## src/rtl/sigma_delta_pkg.sv

```systemverilog
// Shared sigma-delta constants and helpers: oversample log2, integrator widths,
// saturating add. Common to the DAC and ADC paths.
package sigma_delta_pkg;

   localparam int unsigned WIDE_W = 64;

   typedef logic signed [WIDE_W-1:0] wide_t;

   function automatic int unsigned osr_log2(input int unsigned osr);
      return $clog2(osr);
   endfunction

   function automatic int unsigned i1_width(input int unsigned bitlen);
      return bitlen + 2;
   endfunction

   function automatic int unsigned i2_width(input int unsigned bitlen);
      return bitlen + 6;
   endfunction

   // Add in a wide domain, then clamp to the signed range of a w-bit register.
   function automatic wide_t sat_add(input wide_t a, input wide_t b, input int unsigned w);
      wide_t sum;
      wide_t hi;
      wide_t lo;
      sum = a + b;
      hi  = (wide_t'(1) <<< (w - 1)) - wide_t'(1);
      lo  = -hi - wide_t'(1);
      if (sum > hi) begin
         return hi;
      end else if (sum < lo) begin
         return lo;
      end else begin
         return sum;
      end
   endfunction

endpackage

```

## src/rtl/sigma_delta_modulator.sv

```systemverilog
// First/second-order 1-bit sigma-delta modulator with saturating integrators;
// the output bit is registered and drives the feedback of the next cycle.
module sigma_delta_modulator
   import sigma_delta_pkg::*;
#(
   parameter int unsigned MOD_ORDER  = 2,
   parameter int unsigned DAC_BITLEN = 16
) (
   input  logic                         clk,
   input  logic                         rst_n,
   input  logic signed [DAC_BITLEN-1:0] x,
   output logic                         dac_bit
);

   localparam int unsigned I1_W = i1_width(DAC_BITLEN);
   localparam int unsigned I2_W = i2_width(DAC_BITLEN);

   logic signed [I1_W-1:0] i1;
   logic signed [I1_W-1:0] i1_next;
   logic signed [I2_W-1:0] i2;
   logic signed [I2_W-1:0] i2_next;
   wide_t                  fb;

   always_comb begin
      fb      = dac_bit ? (wide_t'(1) <<< (DAC_BITLEN - 1))
                        : -(wide_t'(1) <<< (DAC_BITLEN - 1));
      i1_next = I1_W'(sat_add(wide_t'(i1), wide_t'(x) - fb, I1_W));
      i2_next = I2_W'(sat_add(wide_t'(i2), wide_t'(i1_next) - fb, I2_W));
   end

   always_ff @(posedge clk or negedge rst_n) begin
      if (!rst_n) begin
         i1      <= '0;
         i2      <= '0;
         dac_bit <= 1'b0;
      end else begin
         i1      <= i1_next;
         i2      <= (MOD_ORDER == 2) ? i2_next : '0;
         dac_bit <= (MOD_ORDER == 1) ? !i1_next[I1_W-1] : !i2_next[I2_W-1];
      end
   end

endmodule

```

## src/rtl/sigma_delta_dac.sv

```systemverilog
// Sigma-delta DAC top: one-entry sample holding register, phase counter,
// per-tick target update and optional linear interpolation into the modulator.
module sigma_delta_dac
   import sigma_delta_pkg::*;
#(
   parameter int unsigned OVERSAMPLE_RATE = 256,
   parameter int unsigned DAC_BITLEN      = 16,
   parameter int unsigned SIGNED_INPUT    = 1,
   parameter int unsigned MOD_ORDER       = 2,
   parameter int unsigned INTERP          = 1
) (
   input  logic                  clk,
   input  logic                  rst_n,
   input  logic [DAC_BITLEN-1:0] dac_input,
   input  logic                  dac_valid,
   output logic                  dac_ready,
   output logic                  dac_pin,
   output logic                  dac_underrun
);

   localparam int unsigned L = osr_log2(OVERSAMPLE_RATE);
   localparam int unsigned B = DAC_BITLEN;

   logic [L-1:0]          phase;
   logic                  tick;
   logic                  accept;
   logic                  full;
   logic                  full_next;
   logic signed [B-1:0]   sample;
   logic signed [B-1:0]   hold;
   logic signed [B-1:0]   target;
   logic signed [B-1:0]   target_new;
   logic signed [B-1:0]   x;

   // Offset-binary samples become two's complement by flipping the MSB.
   assign sample     = (SIGNED_INPUT != 0) ? dac_input
                                           : (dac_input ^ {1'b1, {(B-1){1'b0}}});
   assign accept     = dac_valid && dac_ready;
   assign tick       = (phase == L'(OVERSAMPLE_RATE - 1));
   assign target_new = full ? hold : target;
   // A tick sees the pre-accept state, so a same-cycle accept waits for the next tick.
   assign full_next  = tick ? accept : (full | accept);

   always_ff @(posedge clk or negedge rst_n) begin
      if (!rst_n) begin
         phase        <= '0;
         full         <= 1'b0;
         hold         <= '0;
         target       <= '0;
         dac_ready    <= 1'b1;
         dac_underrun <= 1'b0;
      end else begin
         phase        <= phase + L'(1);
         full         <= full_next;
         dac_ready    <= !full_next;
         dac_underrun <= tick && !full;
         if (accept) begin
            hold <= sample;
         end
         if (tick) begin
            target <= target_new;
         end
      end
   end

   if (INTERP != 0) begin : g_lin
      localparam int unsigned ACC_W = B + L + 1;
      localparam int unsigned D_W   = B + 1;

      logic signed [ACC_W-1:0] acc;
      logic signed [D_W-1:0]   delta;

      // Ramp from the old target to the new one; lands exactly on it at the next tick.
      always_ff @(posedge clk or negedge rst_n) begin
         if (!rst_n) begin
            acc   <= '0;
            delta <= '0;
         end else if (tick) begin
            acc   <= ACC_W'(target) <<< L;
            delta <= D_W'(target_new) - D_W'(target);
         end else begin
            acc   <= acc + ACC_W'(delta);
         end
      end

      assign x = B'(acc >>> L);
   end else begin : g_zoh
      assign x = target;
   end

   sigma_delta_modulator #(
      .MOD_ORDER  (MOD_ORDER),
      .DAC_BITLEN (DAC_BITLEN)
   ) u_mod (
      .clk     (clk),
      .rst_n   (rst_n),
      .x       (x),
      .dac_bit (dac_pin)
   );

endmodule

```

## config.mk

```make
export PLATFORM = sky130hd
export DESIGN_NAME = sigma_delta_dac
export DESIGN_NICKNAME = d
export VERILOG_FILES = /design/src/rtl/sigma_delta_pkg.sv /design/src/rtl/sigma_delta_modulator.sv /design/src/rtl/sigma_delta_dac.sv
export SDC_FILE = /design/constraint.sdc
export NUM_CORES = 1
export LEC_CHECK = 0
export CAP_MARGIN = 20
export CORE_ASPECT_RATIO = 1.4
export CORE_UTILIZATION = 35
export DETAILED_ROUTE_END_ITERATION = 7
export GPL_TIMING_DRIVEN = 0
export PLACE_DENSITY_LB_ADDON = 0.12
export SLEW_MARGIN = 10
export SYNTH_ARGS = -nofsm -noshare
export SYNTH_HDL_FRONTEND = slang
export SYNTH_SLANG_ARGS = --single-unit
```

## constraint.sdc

```tcl
create_clock -name clk -period 13 [get_ports clk]
set_input_delay 1.95 -clock clk [delete_from_list [all_inputs] [get_ports clk]]
set_output_delay 1.95 -clock clk [all_outputs]
set_load 0.03 [all_outputs]
```

; ---- Word level (Yosys, flattened, before mapping)
; Index checks and enable logic that the tools add are counted.
[totals]
regBits = 126
inputBits = 19
output_inout_bits = 3
wordCells = 37
[op_classes]
add_sub_neg = 7
magnitude_cmp = 4
eq_ne = 1
muxes = 8
n_bitwise = 1
n_reduce_logical = 5
[op_table]
columns = op, n
row1 = adder 18 x 64 -> 64 bit, 1
row2 = adder 22 x 64 -> 64 bit, 1
row3 = "> comparator 64 x 18 -> 1 bit, second input constant", 1
row4 = "> comparator 64 x 22 -> 1 bit, second input constant", 1
row5 = "< comparator 64 x 18 -> 1 bit, second input constant", 1
row6 = "< comparator 64 x 22 -> 1 bit, second input constant", 1
row7 = 2-to-1 mux 64 bit, 1
row8 = subtractor 16 x 64 -> 64 bit, 1
row9 = subtractor 18 x 64 -> 64 bit, 1
row10 = 2-to-1 mux 22 bit, 2
row11 = 2-to-1 mux 18 bit, 2
row12 = adder 25 x 17 -> 25 bit, 1
row13 = 2-to-1 mux 25 bit, 1
row14 = subtractor 16 x 16 -> 17 bit, 1
row15 = 2-to-1 mux 16 bit, 1
row16 = "adder 8 x 1 -> 8 bit, second input constant", 1
row17 = "equality test 8 bit, second input constant", 1
row18 = zero test 1 bit, 3
row19 = logical AND 1 bit, 2
row20 = 2-to-1 mux 1 bit, 1
row21 = OR 1 bit, 1

; ---- Logic depth before layout (Yosys ltp)
; Gate-level depths: netlist of run 1.
[logic_depth]
depth_word = 12
ltp_mapped = 44
depth_no_buf = 42

; ---- Hierarchy
; From an unflattened synthesis of run 1, not the netlist that was laid out.
[hier_totals]
hier_cells = 1204
area_unflattened_um2 = 10845.4
[modules_own_cells]
columns = mod, instances, cells_each, area_per_inst_um2, seq_area_each_um2
row1 = sigma_delta_modulator, 1, 624, 5580.4, 1026.0
row2 = sigma_delta_dac, 1, 580, 5265.0, 2103.3

; ---- Least setup slack after synthesis of run 1
; No wires, ideal clock.
[synth_timing]
path_kind = reg-to-reg
start = reg u_mod.dac_bit
end = reg u_mod.i2[10]
setup_ns = 0.082
t_arrival_ns = 8.871
required_time_ns = 12.918
slack_ns = 4.046
stages_incl_launch_ff = 38
path_buffers = 2
synth_period_minus_slack_ns = 8.954
cell_sequence = dfrtp_1 inv_1 fa_1 inv_1 ha_1 a21o_1 or2_0 a21o_1 a21oi_1 o21ba_2 fa_1 nor4bb_1 nand2_1 nor4_1 nand3_2 nand2_1 clkbuf_1 a21oi_1 [2 not listed] ha_1 nand2b_1 a21oi_1 o211ai_1 a21oi_1 nor3_1 o21bai_1 a221oi_1 o22ai_1 o41a_1 a21oi_1 fa_1 nor4bb_1 nand4_1 a2111oi_0 a41oi_1 buf_2 o22ai_1
[synth_between]
elab_chain_cells = 11
elab_cells_between_ends = 13
cone_classes = add/sub: 4 / order compare: 4 / mux: 5
[synth_rtl]
columns = item, line_no
row1 = start: declaration, sigma_delta_modulator.sv:12  ; output logic dac_bit
row2 = start signal: assignment, sigma_delta_modulator.sv:39  ; dac_bit <= (MOD_ORDER == 1) ? !i1_next[I1_W-1] : !i2_next[I2_W-1];
row3 = 2-to-1 mux 64 bit (*), sigma_delta_modulator.sv:25  ; fb = dac_bit ? (wide_t'(1) <<< (DAC_BITLEN - 1))
row4 = subtractor 16 x 64 -> 64 bit, sigma_delta_modulator.sv:27  ; i1_next = I1_W'(sat_add(wide_t'(i1), wide_t'(x) - fb, I1_W));
row5 = adder 18 x 64 -> 64 bit, sigma_delta_pkg.sv:26  ; sum = a + b;
row6 = < comparator 64 x 18 -> 1 bit, sigma_delta_pkg.sv:31  ; end else if (sum < lo) begin
row7 = 2-to-1 mux 18 bit, sigma_delta_pkg.sv:31
row8 = 2-to-1 mux 18 bit, sigma_delta_pkg.sv:29  ; if (sum > hi) begin
row9 = subtractor 18 x 64 -> 64 bit (*), sigma_delta_modulator.sv:28  ; i2_next = I2_W'(sat_add(wide_t'(i2), wide_t'(i1_next) - fb, I2_W));
row10 = adder 22 x 64 -> 64 bit (*), sigma_delta_pkg.sv:26
row11 = < comparator 64 x 22 -> 1 bit, sigma_delta_pkg.sv:31
row12 = 2-to-1 mux 22 bit, sigma_delta_pkg.sv:31
row13 = 2-to-1 mux 22 bit (*), sigma_delta_pkg.sv:29
row14 = net u_mod.i2_next[10], sigma_delta_modulator.sv:21  ; logic signed [I2_W-1:0] i2_next;
row15 = end signal: assignment, sigma_delta_modulator.sv:38  ; i2 <= (MOD_ORDER == 2) ? i2_next : '0;
row16 = end: declaration, sigma_delta_modulator.sv:20  ; logic signed [I2_W-1:0] i2;
; Mark *: on every way through the listed nets, which the timed path passes. The rest lies on a longest branch.
; A chain may end at the register's enable or synchronous reset.

; ---- Worst setup path in the final report of run 1
[layout_timing]
start = reg u_mod.dac_bit
end = reg u_mod.i2[1]
[layout_between]
elab_chain_cells = 11
elab_cells_between_ends = 13
cone_classes = add/sub: 4 / order compare: 4 / mux: 5
[layout_rtl]
columns = item, line_no
row1 = 2-to-1 mux 64 bit (*), sigma_delta_modulator.sv:25
row2 = subtractor 16 x 64 -> 64 bit (*), sigma_delta_modulator.sv:27
row3 = adder 18 x 64 -> 64 bit (*), sigma_delta_pkg.sv:26
row4 = < comparator 64 x 18 -> 1 bit, sigma_delta_pkg.sv:31
row5 = 2-to-1 mux 18 bit, sigma_delta_pkg.sv:31
row6 = 2-to-1 mux 18 bit (*), sigma_delta_pkg.sv:29
row7 = net u_mod.i1_next[1], sigma_delta_modulator.sv:19  ; logic signed [I1_W-1:0] i1_next;
row8 = subtractor 18 x 64 -> 64 bit (*), sigma_delta_modulator.sv:28
row9 = adder 22 x 64 -> 64 bit (*), sigma_delta_pkg.sv:26
row10 = < comparator 64 x 22 -> 1 bit, sigma_delta_pkg.sv:31
row11 = 2-to-1 mux 22 bit, sigma_delta_pkg.sv:31
row12 = 2-to-1 mux 22 bit (*), sigma_delta_pkg.sv:29
row13 = net u_mod.i2_next[1], sigma_delta_modulator.sv:21
; Marked as above.

==> results.md, run 1 <==
- Worst path top cell family by delay: compound AO/OA/AOI/OAI gates
- Critical Path Start Type: register
- Die W: 145 um
- Synth Area in Simple Gates: 14.2%
- CTS H-tree lvls: 4
- Global-route wire length before repair: between 30000 and 40000 um
- #FFs+latches synth: roughly 130
- Crit path from: u_mod.dac_bit$_DFF_PN0_
- Mean Syn Cell Area: approximately 8.9 um2
- Tcrit/Tclk final: approximately 84%
- Worst slew margin: approximately 52%
- Power Dens Cells: between 80 and 90 mW/mm2
- Compound-Gate Fraction of Synth Area: 19.1%
- Max Freq: about 90 MHz
- Gr ovfl total: 0
- CTS sink cnt: ~130
- Ys async rst share: between 90% and 100%
- Max-slew violations: 0
- Max IR drop VDD: approximately 80 uV
- IO Count: 22
- Antenna cells: 0
- Total CTS buffers: 17
- Largest area contributor in the netlist: dfrtp_1
- Setup bufs post-CTS: 0
- Routed vias: ~7700
- Slowest stage delay, CP: ~0.67 ns
- Leakage: roughly 5.6 nW
- CTS Root Cell: clkbuf_16
- Post-Place Cells: 1523
- Setup TNS: 0 ns
- Placer Congestion: just over 0.8
- Hold buffers post-CTS: 0
- Die Y: 202 um
- Most common flop cell mapped by yosys: dfrtp_1
- Pwr Total: about 0.97 mW
- Maximum root-to-sink buffer count: 2
- Xor/xnor share of the synthesized area: about 5%
- Commonest non-fill, non-tap cell in the layout: inv_1
- Routed Antenna Nets: 0
- Initial DRC count: 224
- Worst clock skew: roughly 0.014 ns
- Vias in the first global route: just under 8000
- DP Wirelength: roughly 18000 um
- Hold Crit Class: register to register
- Worst slew pin tran: a little over 0.7 ns
- Fraction of layout cells with a size suffix above 1: a little under 7%
- Share of the synthesized area in the top cell type: between 30% and 40%
- Worst Setup Path Type: register to register
- CP max FO: 10
- Synth area leaders: dfrtp_1, ha_1, fa_1
- DIE AREA: 0.0294 mm2
- Initial antenna violation count: 0
- Vias/cell: 4.97
- CTS tree: yes
- EDFF count, synth: 0
- IO buf count: 21
- Core area: ~0.028 mm2
- Yosys warnings: 0
- Reg-to-reg startpoint: u_mod.dac_bit$_DFF_PN0_
- Most frequent cells in the layout: inv_1, dfrtp_1, ha_1
- Clock Latency Late Sink: ~0.42 ns
- Site Rows: 73
- Final setup fails: 0
- Syn nets: approximately 1300
- Final core area utilization: roughly two fifths
- Critical Path AT: 11.19 ns
- Required @ worst endpoint: roughly 13 ns
- Synth Area in Adders: between 20% and 30%
- Slowest stage cell, crit path: dfrtp_1
- Largest net degree at the start of global routing: just under 80
- Crit path time final: around 11 ns
- CP Capture Type: register
- Hold Violations, Final: 0
- Hold_sp: phase[6]$_DFF_PN0_
- # DRC: 0
- Post-CTS sizing: 0
- Mux contribution to synthesized area: 2.11%
- Max-Cap Viols: 0
- Area growth syn-to-layout: 14.1%
- Initial Util: a little over a third
- Unique masters post-synth: 73
- Sequential-to-total area share from yosys stat: 31.2%
- DR pass1 iterations: 4
- Largest family of logic cells by synthesized area: adder cells
- CP bufs+invs: 3
- WHS: around 0.46 ns
- Mapped Area: roughly 0.010 mm2
- RSZ-0062 raised after global routing: false
- Final nets: 1331
- Syn Inst Count: 1126
- Clk pin slew, worst setup/hold paths: around 0.060 ns
- Cell Count, Final, Fillers Out: 1555
- Tot GR Track Use: between 15 and 20%
- WL/cell: approximately 15 um
- Drt total wl: 23200 um
- Outcome: complete, no violations
## cell usage after synthesis (all sizes together) (17+ instances only)
| library cell | instances |
|---|---|
| xnor2 | 38 |
| a21oi | 79 |
| xor2 | 19 |
| ha | 111 |
| clkbuf | 25 |
| fa | 34 |
| mux2 | 17 |
| o22ai | 22 |
| nand3 | 22 |
| dfrtp | 124 |
| o21ai | 82 |
| nor3 | 19 |
| inv | 176 |
| nor2 | 43 |
| nand2 | 98 |
| a21o | 27 |
## power breakdown
part / leakage [nW] / switching, mW / total, mW / internal (mW)
logic: 3.58 / 0.00834 / 0.0139 / 0.00557
clock network: 0.334 / 0.184 / 0.571 / 0.386
registers: 1.68 / 0 / 0.389 / 0.389
## worst register-to-register path: cells and delay by family, from the launching register on
kind	cells	cell delay (ns)
compound gates	15	4.34
fa+ha+maj	5	2.24
simple gates	12	3.02
buf+inv	3	0.50
flops	1	0.67
## final timing paths
kind	slack [ns]	cells after the start	endpoint
max	2.11	35	u_mod.i2[1]$_DFF_PN0_
min	0.46	1	phase[6]$_DFF_PN0_
max reg2reg	2.11	35	u_mod.i2[1]$_DFF_PN0_
min reg2reg	0.46	1	phase[6]$_DFF_PN0_
max in group asynchronous	10.74	2	dac_underrun$_DFF_PN0_
min in group asynchronous	1.48	1	u_mod.i2[21]$_DFF_PN0_
## flip-flops by register name, summed over array words and instances (netlist names)
signal	cells
full	1
dac_ready	1
u_mod.i1	18
u_mod.i2	22
g_lin.acc	24
u_mod.dac_bit	1
dac_underrun	1
hold	16
target	16
phase	8
g_lin.delta	17
## stage by stage
step	cell area [um2]	setup WS, ns
final	11400	2.11
after CTS	11400	1.98
after detailed placement	10700	2.03
after global routing	11400	1.31
after global placement	10700	1.98
after floorplan	10000	4.05
## per-layer routing
metal | share of wire, % | up-vias | track usage [%] | wire length, um
met1 | 43 | 3648 | 18.9 | 9940
met3 | 1.6 | 32 | 2.53 | 377
met2 | 53 | 87 | 31.5 | 12300
met4 | 2.5 | 0 | 5.90 | 573
li1 | - | 3964 | - | -
met5 | 0 | - | 0 | 0
## cell type report
type                       instances  area [um2]
clock inverter                    13         260
fill                            2937       16900
sequential                       125        3130
clock buffer                      19         443
timing repair buffer              22         239
tap                              375         469
inverter                         176         661
buffer                            29         119
multi-input combinational        796        6120
## logic make-up (layout without fill, tap and decap cells)
family | count (synthesis) | in the layout
DFF | 125 | 125
adders and majority gates | 145 | 145
and+or+nand+nor | 278 | 278
xor gates and xnor gates | 57 | 57
muxes | 19 | 19
AOI/OAI and AO/OA | 297 | 297
buffers and inverters | 205 | 259
(Power assumes the default switching activity.)
==> run 2: changes to the inputs <==
==> constraint.sdc (replaced) <==
create_clock -name clk -period 9 [get_ports clk]
set_input_delay 1.35 -clock clk [delete_from_list [all_inputs] [get_ports clk]]
set_output_delay 1.35 -clock clk [all_outputs]
set_load 0.03 [all_outputs]
==> run 2 against run 1 <==
The flow now finishes with violations (setup timing). Sequential power rose by 44%. Clock-buffer cell count did not move. Design area rose by 10%. Cell count rose by 2.8%. Sequential share of layout area fell by 2.5 points. Die area did not move. Sequential cell count did not move. Setup slack got worse by 2.1 ns. Via count rose by 3.8%. Fmax rose by 21%. Critical endpoint unchanged.
==> results.md, run 2 (synthesis results as in run 1) <==
- Initial Util: 35.4% (unchanged)
- Most frequent cells in the layout: inv_1, dfrtp_1, ha_1
- Top flop regs: g_lin.acc x24, u_mod.i2 x22, u_mod.i1 x18
- Placer Congestion: 0.816 (unchanged)
- Most frequent CP cell: ha_4
- Largest register FFs: 24 (unchanged)
- Routed vias: 8026 (+3.8%)
- Largest net degree at the start of global routing: 79 (unchanged)
- Worst slew pin tran: 0.822 ns (+0.111 ns)
- Commonest non-fill, non-tap cell in the layout: inv_1
- CTS tree: yes
- Tcrit/Tclk final: 100% (+16 points)
- CTS Root Cell: clkbuf_16
- Fill count: 2838 (-3.4%)
- Crit path time final: 9.01 ns (-1.87 ns)
- CTS H-tree lvls: 4 (unchanged)
- WL/cell: 15.5 um (+3.8%)
- Slowest stage cell, crit path: or4bb_1
- Internal: 1.13 mW (+44%)
- Initial DRC count: 200 (-11%)
- Final nets: 1374 (+3.2%)
- Die Y: 202 um (unchanged)
- CP max FO: 6 (-4)
- Largest Register: g_lin.acc
- Site Rows: 73 (unchanged)
- Hold Crit Class: register to register
- Hold buffers post-CTS: 0 (unchanged)
- Max IR drop VDD: 118 uV (+47%)
- Clock Latency Late Sink: 0.42 ns (about the same)
- WHS: 0.462 ns (+0.0000660 ns)
- Initial antenna violation count: 0 (unchanged)
- DR pass1 iterations: 4 (unchanged)
- # DRC: 0 (unchanged)
- DIE AREA: 0.0294 mm2 (unchanged)
- Hold Violations, Final: 0 (unchanged)
- Critical Path AT: 9.34 ns (-1.85 ns)
- Met1 WL: 10400 um (+4.7%)
- CP Capture Type: register
- RSZ-0062 raised after global routing: true
- Final setup fails: 1 (+1)
- Vias/cell: 5.02 (+1.0%)
- Final core area utilization: 44.5% (+4.1 points)
- Worst Setup Path Type: register to register
- Gr ovfl total: 0 (unchanged)
- Antenna cells: 0 (unchanged)
- Required @ worst endpoint: 9.33 ns (-3.97 ns)
- Critical Path Start Type: register
- Global-route wire length before repair: 40600 um (+3.1%)
- Clock share of power: 58.6% (about the same)
- Tot GR Track Use: 17.3% (+0.54 points)
- Area growth syn-to-layout: 25.5%
- Max-Cap Viols: 0 (unchanged)
- Vias in the first global route: 8129 (+2.4%)
- Outcome: finished, violations left
- Final worst slack: -0.0139 ns (-2.13 ns)
- Failing checks: setup timing
- DR top layer: met4
- Slowest stage delay, CP: 0.56 ns (-0.11 ns)
- Total CTS buffers: 17 (unchanged)
- Power Dens Cells: 112 mW/mm2 (+31%)
- IO buf count: 21 (unchanged)
- Met2 wire len: 13100 um (+6.3%)
- Max-slew violations: 0 (unchanged)
- Sw power: 0.279 mW (+45%)
- Worst slew margin: 45.2% (-6.8 points)
- Drt total wl: 24700 um (+6.7%)
- Clk pin slew, worst setup/hold paths: 0.06 ns (about the same)
- Core area: 0.0283 mm2 (unchanged)
- Worst clock skew: 0.0128 ns (-0.00165 ns)
- Die W: 145 um (unchanged)
- Routed Antenna Nets: 0 (unchanged)
- IO Count: 22 (unchanged)
- Max Freq: 111 MHz (+21%)
- Seq pwr share: 40.0% (about the same)
- Leakage: 6.00 nW (+7.3%)
- CTS sink cnt: 125 (unchanged)
- Fraction of layout cells with a size suffix above 1: 19.1% (+12 points)
- Sw Share: 19.8% (about the same)
- DP Wirelength: 18400 um (unchanged)
- WL met3: 410 um (+8.8%)
- Comb power frac: 1.4% (about the same)
- Maximum root-to-sink buffer count: 2 (unchanged)
[run 2: changes by cell type in the layout (fill, tap and decap cells not counted), sizes merged]
cell    previous run  this run
clkbuf            44        43
buf                6        50
[run 2: worst paths after layout]
| path | startpoint | endpoint | slack, ns | cells after the start |
|---|---|---|---|---|
| worst max register to register | g_lin.acc[13]$_DFF_PN0_ | u_mod.i2[1]$_DFF_PN0_ | -0.01 | 39 |
| min in group asynchronous | rst_n | u_mod.i2[21]$_DFF_PN0_ | 0.88 | 1 |
| max in group asynchronous | rst_n | g_lin.acc[23]$_DFF_PN0_ | 7.32 | 2 |
| worst min register to register | phase[6]$_DFF_PN0_ | phase[6]$_DFF_PN0_ | 0.46 | 1 |
| worst max-delay path | g_lin.acc[13]$_DFF_PN0_ | u_mod.i2[1]$_DFF_PN0_ | -0.01 | 39 |
| worst min-delay path | phase[6]$_DFF_PN0_ | phase[6]$_DFF_PN0_ | 0.46 | 1 |
[run 2: cell type report]
cell class / instances / area, um2 / share of cell area [%]
clock inverter: 13 / 260 / 2.07
inverter: 176 / 661 / 5.24
multi-input combinational: 796 / 6890 / 54.7
sequential: 125 / 3130 / 24.9
timing repair buffer: 65 / 577 / 4.58
buffer: 29 / 163 / 1.29
tap: 375 / 469 / 3.73
clock buffer: 19 / 443 / 3.52
[run 2: what timing repair did]
item | in CTS | in global routing
setup endpoints to repair | 23 | 21
cloned | 2 | 1
buffers inserted | 17 | 23
pin swaps | 24 | 57
gates resized for setup | 76 | 86
[run 2: worst max-delay path: cells and delay by family, from the launching register on]
family          cells  cell delay, ns
fa+ha+maj           6            1.83
flops               1            0.38
buf+inv             7            0.81
compound gates     17            3.73
simple gates        9            2.15
[run 2: stage by stage]
step	worst slack, ns	TNS [ns]	power (mW)	cell area (um2)	cells
2_1_floorplan	0.0464	0	0.573	10000	1126
3_3_place_gp	-2.02	-38.64	0.593	10700	1522
3_5_place_dp	-1.97	-37.99	0.594	10700	1523
4_1_cts	0.00567	0	1.43	12000	1574
5_1_grt	-0.441	-7.83	1.46	12600	1598
6_report	-0.0139	-0.0139	1.41	12600	1598
[run 2: per-layer routing]
metal  GRT usage [%]  vias up
li1                -     4052
met1            19.5     3831
met2            32.5      104
met3            2.55       39
met4            6.47        0
met5               0        -
[run 2: power groups by stage]
stage	clock network (mW)	registers, mW	logic (mW)
floorplan	0	0.572	0.0000816
global placement	0	0.573	0.0201
detailed placement	0	0.572	0.0216
CTS	0.847	0.562	0.0216
global route	0.870	0.562	0.0237
finish	0.824	0.562	0.0202
==> RTL change (flow settings as in run 2) <==
Make the reset (`rst_n`) synchronous in 3 clocked blocks.
--- a/src/rtl/sigma_delta_modulator.sv
+++ b/src/rtl/sigma_delta_modulator.sv
@@ -28,7 +28,7 @@
       i2_next = I2_W'(sat_add(wide_t'(i2), wide_t'(i1_next) - fb, I2_W));
    end
 
-   always_ff @(posedge clk or negedge rst_n) begin
+   always_ff @(posedge clk) begin
       if (!rst_n) begin
          i1      <= '0;
          i2      <= '0;
--- a/src/rtl/sigma_delta_dac.sv
+++ b/src/rtl/sigma_delta_dac.sv
@@ -41,7 +41,7 @@
    // A tick sees the pre-accept state, so a same-cycle accept waits for the next tick.
    assign full_next  = tick ? accept : (full | accept);
 
-   always_ff @(posedge clk or negedge rst_n) begin
+   always_ff @(posedge clk) begin
       if (!rst_n) begin
          phase        <= '0;
          full         <= 1'b0;
@@ -71,7 +71,7 @@
       logic signed [D_W-1:0]   delta;
 
       // Ramp from the old target to the new one; lands exactly on it at the next tick.
-      always_ff @(posedge clk or negedge rst_n) begin
+      always_ff @(posedge clk) begin
          if (!rst_n) begin
             acc   <= '0;
             delta <= '0;
Check against the original RTL: differs if rst_n is asserted again (counterexample within 4 cycles, from zero or initial values and one cycle with rst_n low); with rst_n held inactive, the same outputs for 10 cycles.
==> RTL change against run 2 <==
- the flow still finishes with violations (negative setup slack)
- sequential share of layout area decreased by 4.3 points
- sequential cell count did not move
- wire length up 6.8%
- die area down 1.8%
- maximum frequency down 0.53%
- setup slack got worse by 0.048 ns
- final cell count rose by 6.3%
- design area decreased by 2.9%
- count of clock-buffer cells in the layout rose by 3
- global-route usage increased by 1.9 points
- synthesized area shrank 1.8%
- highest routed layer unchanged
Power is left out: the tool's default activity adds up to more than one toggle a clock period on the data nets, which glitch-free logic cannot reach.
==> RTL change: results (changes against run 2) <==
** Synthesis
- Number of distinct standard cells referenced by the synthesized netlist :: 74 (+1.4%)
- The synthesized area per cell came to 8.03 um^2 (-9.9%).
- Post-synth net total :: 1392 (+7.9%)

** Setup path
- Data arrival at the endpoint of the critical path :: 9.40 ns (+0.06 ns)
- The highest fanout seen on the critical path came to 5 (-1).
- Startpoint of the most critical setup path :: g_lin.acc[14]$_SDFF_PN0_
- Master of the slowest instance on the critical path :: or4b_4

** Global routing
- Global-route wire length before repair :: 42800 um (+5.3%)

** Route
- Vias :: 8585 (+7.0%)

** STA
- Setup ws final :: -0.0616 ns (-0.0477 ns)
- Final Setup Violations :: 12 (+11)
- The tightest slew margin relative to the limit is 44.9% (-0.30 points).
- The aggregate negative setup slack was -0.571 ns (-0.557 ns).

** Finish
- The number of combinational gates with multiple inputs was 902 (+13%).
- Synth-to-layout area growth :: 24.1%
- Fraction of area in registers :: 20.5% (-4.3 points)
- ClkCell Share :: 4.73% (-0.86 points)
- Number of buffers outside the clock class in the layout :: 103 (+9.6%)
- Combined flip-flop and latch cell area :: 2510 um^2 (-20%)
- The final-stage net count came to 1478 (+7.6%).

** Placed design
- Setup WS pre-CTS :: -2.00 ns (-0.0390 ns)
- The final weighted congestion of routability-driven global placement came to 0.823 (+0.87%).
- Half-perimeter wire length after detailed placement :: 20000 um (+8.9%)

** Status
- Status :: complete, but fails checks
- The checks that failed: negative setup slack.

** Clock network
- The post-CTS setup buffer count came to 24 (+7).
- The clock insertion delay at the later pin of the skew report was 0.44 ns (+0.02 ns).
RTL change: kinds of logic after synthesis:
family | share of synthesized area, %
AO/OA/AOI/OAI | 21.6
XOR/XNOR | 5.42
adder cells (fa/ha/maj) | 21.0
buffers and inverters | 7.90
flip-flops | 25.4
multiplexers | 0.635
AND/OR/NAND/NOR | 18.0
RTL change: path summary, 6_finish.rpt:
check	end	slack (ns)	depth (start not counted)
setup reg to reg	u_mod.i2[12]$_SDFF_PN0_	-0.06	43
hold / removal	target[13]$_SDFFE_PN0P_	0.45	2
hold reg to reg	target[13]$_SDFFE_PN0P_	0.45	2
setup / recovery	u_mod.i2[12]$_SDFF_PN0_	-0.06	43
RTL change: layer usage:
metal | GRT usage [%] | wire length [um] | vias up
li1 | - | - | 4392
met1 | 19.6 | 10500 | 4043
met2 | 36.4 | 14400 | 104
met3 | 3.48 | 618 | 46
met4 | 9.08 | 903 | 0
met5 | 0 | 0 | -
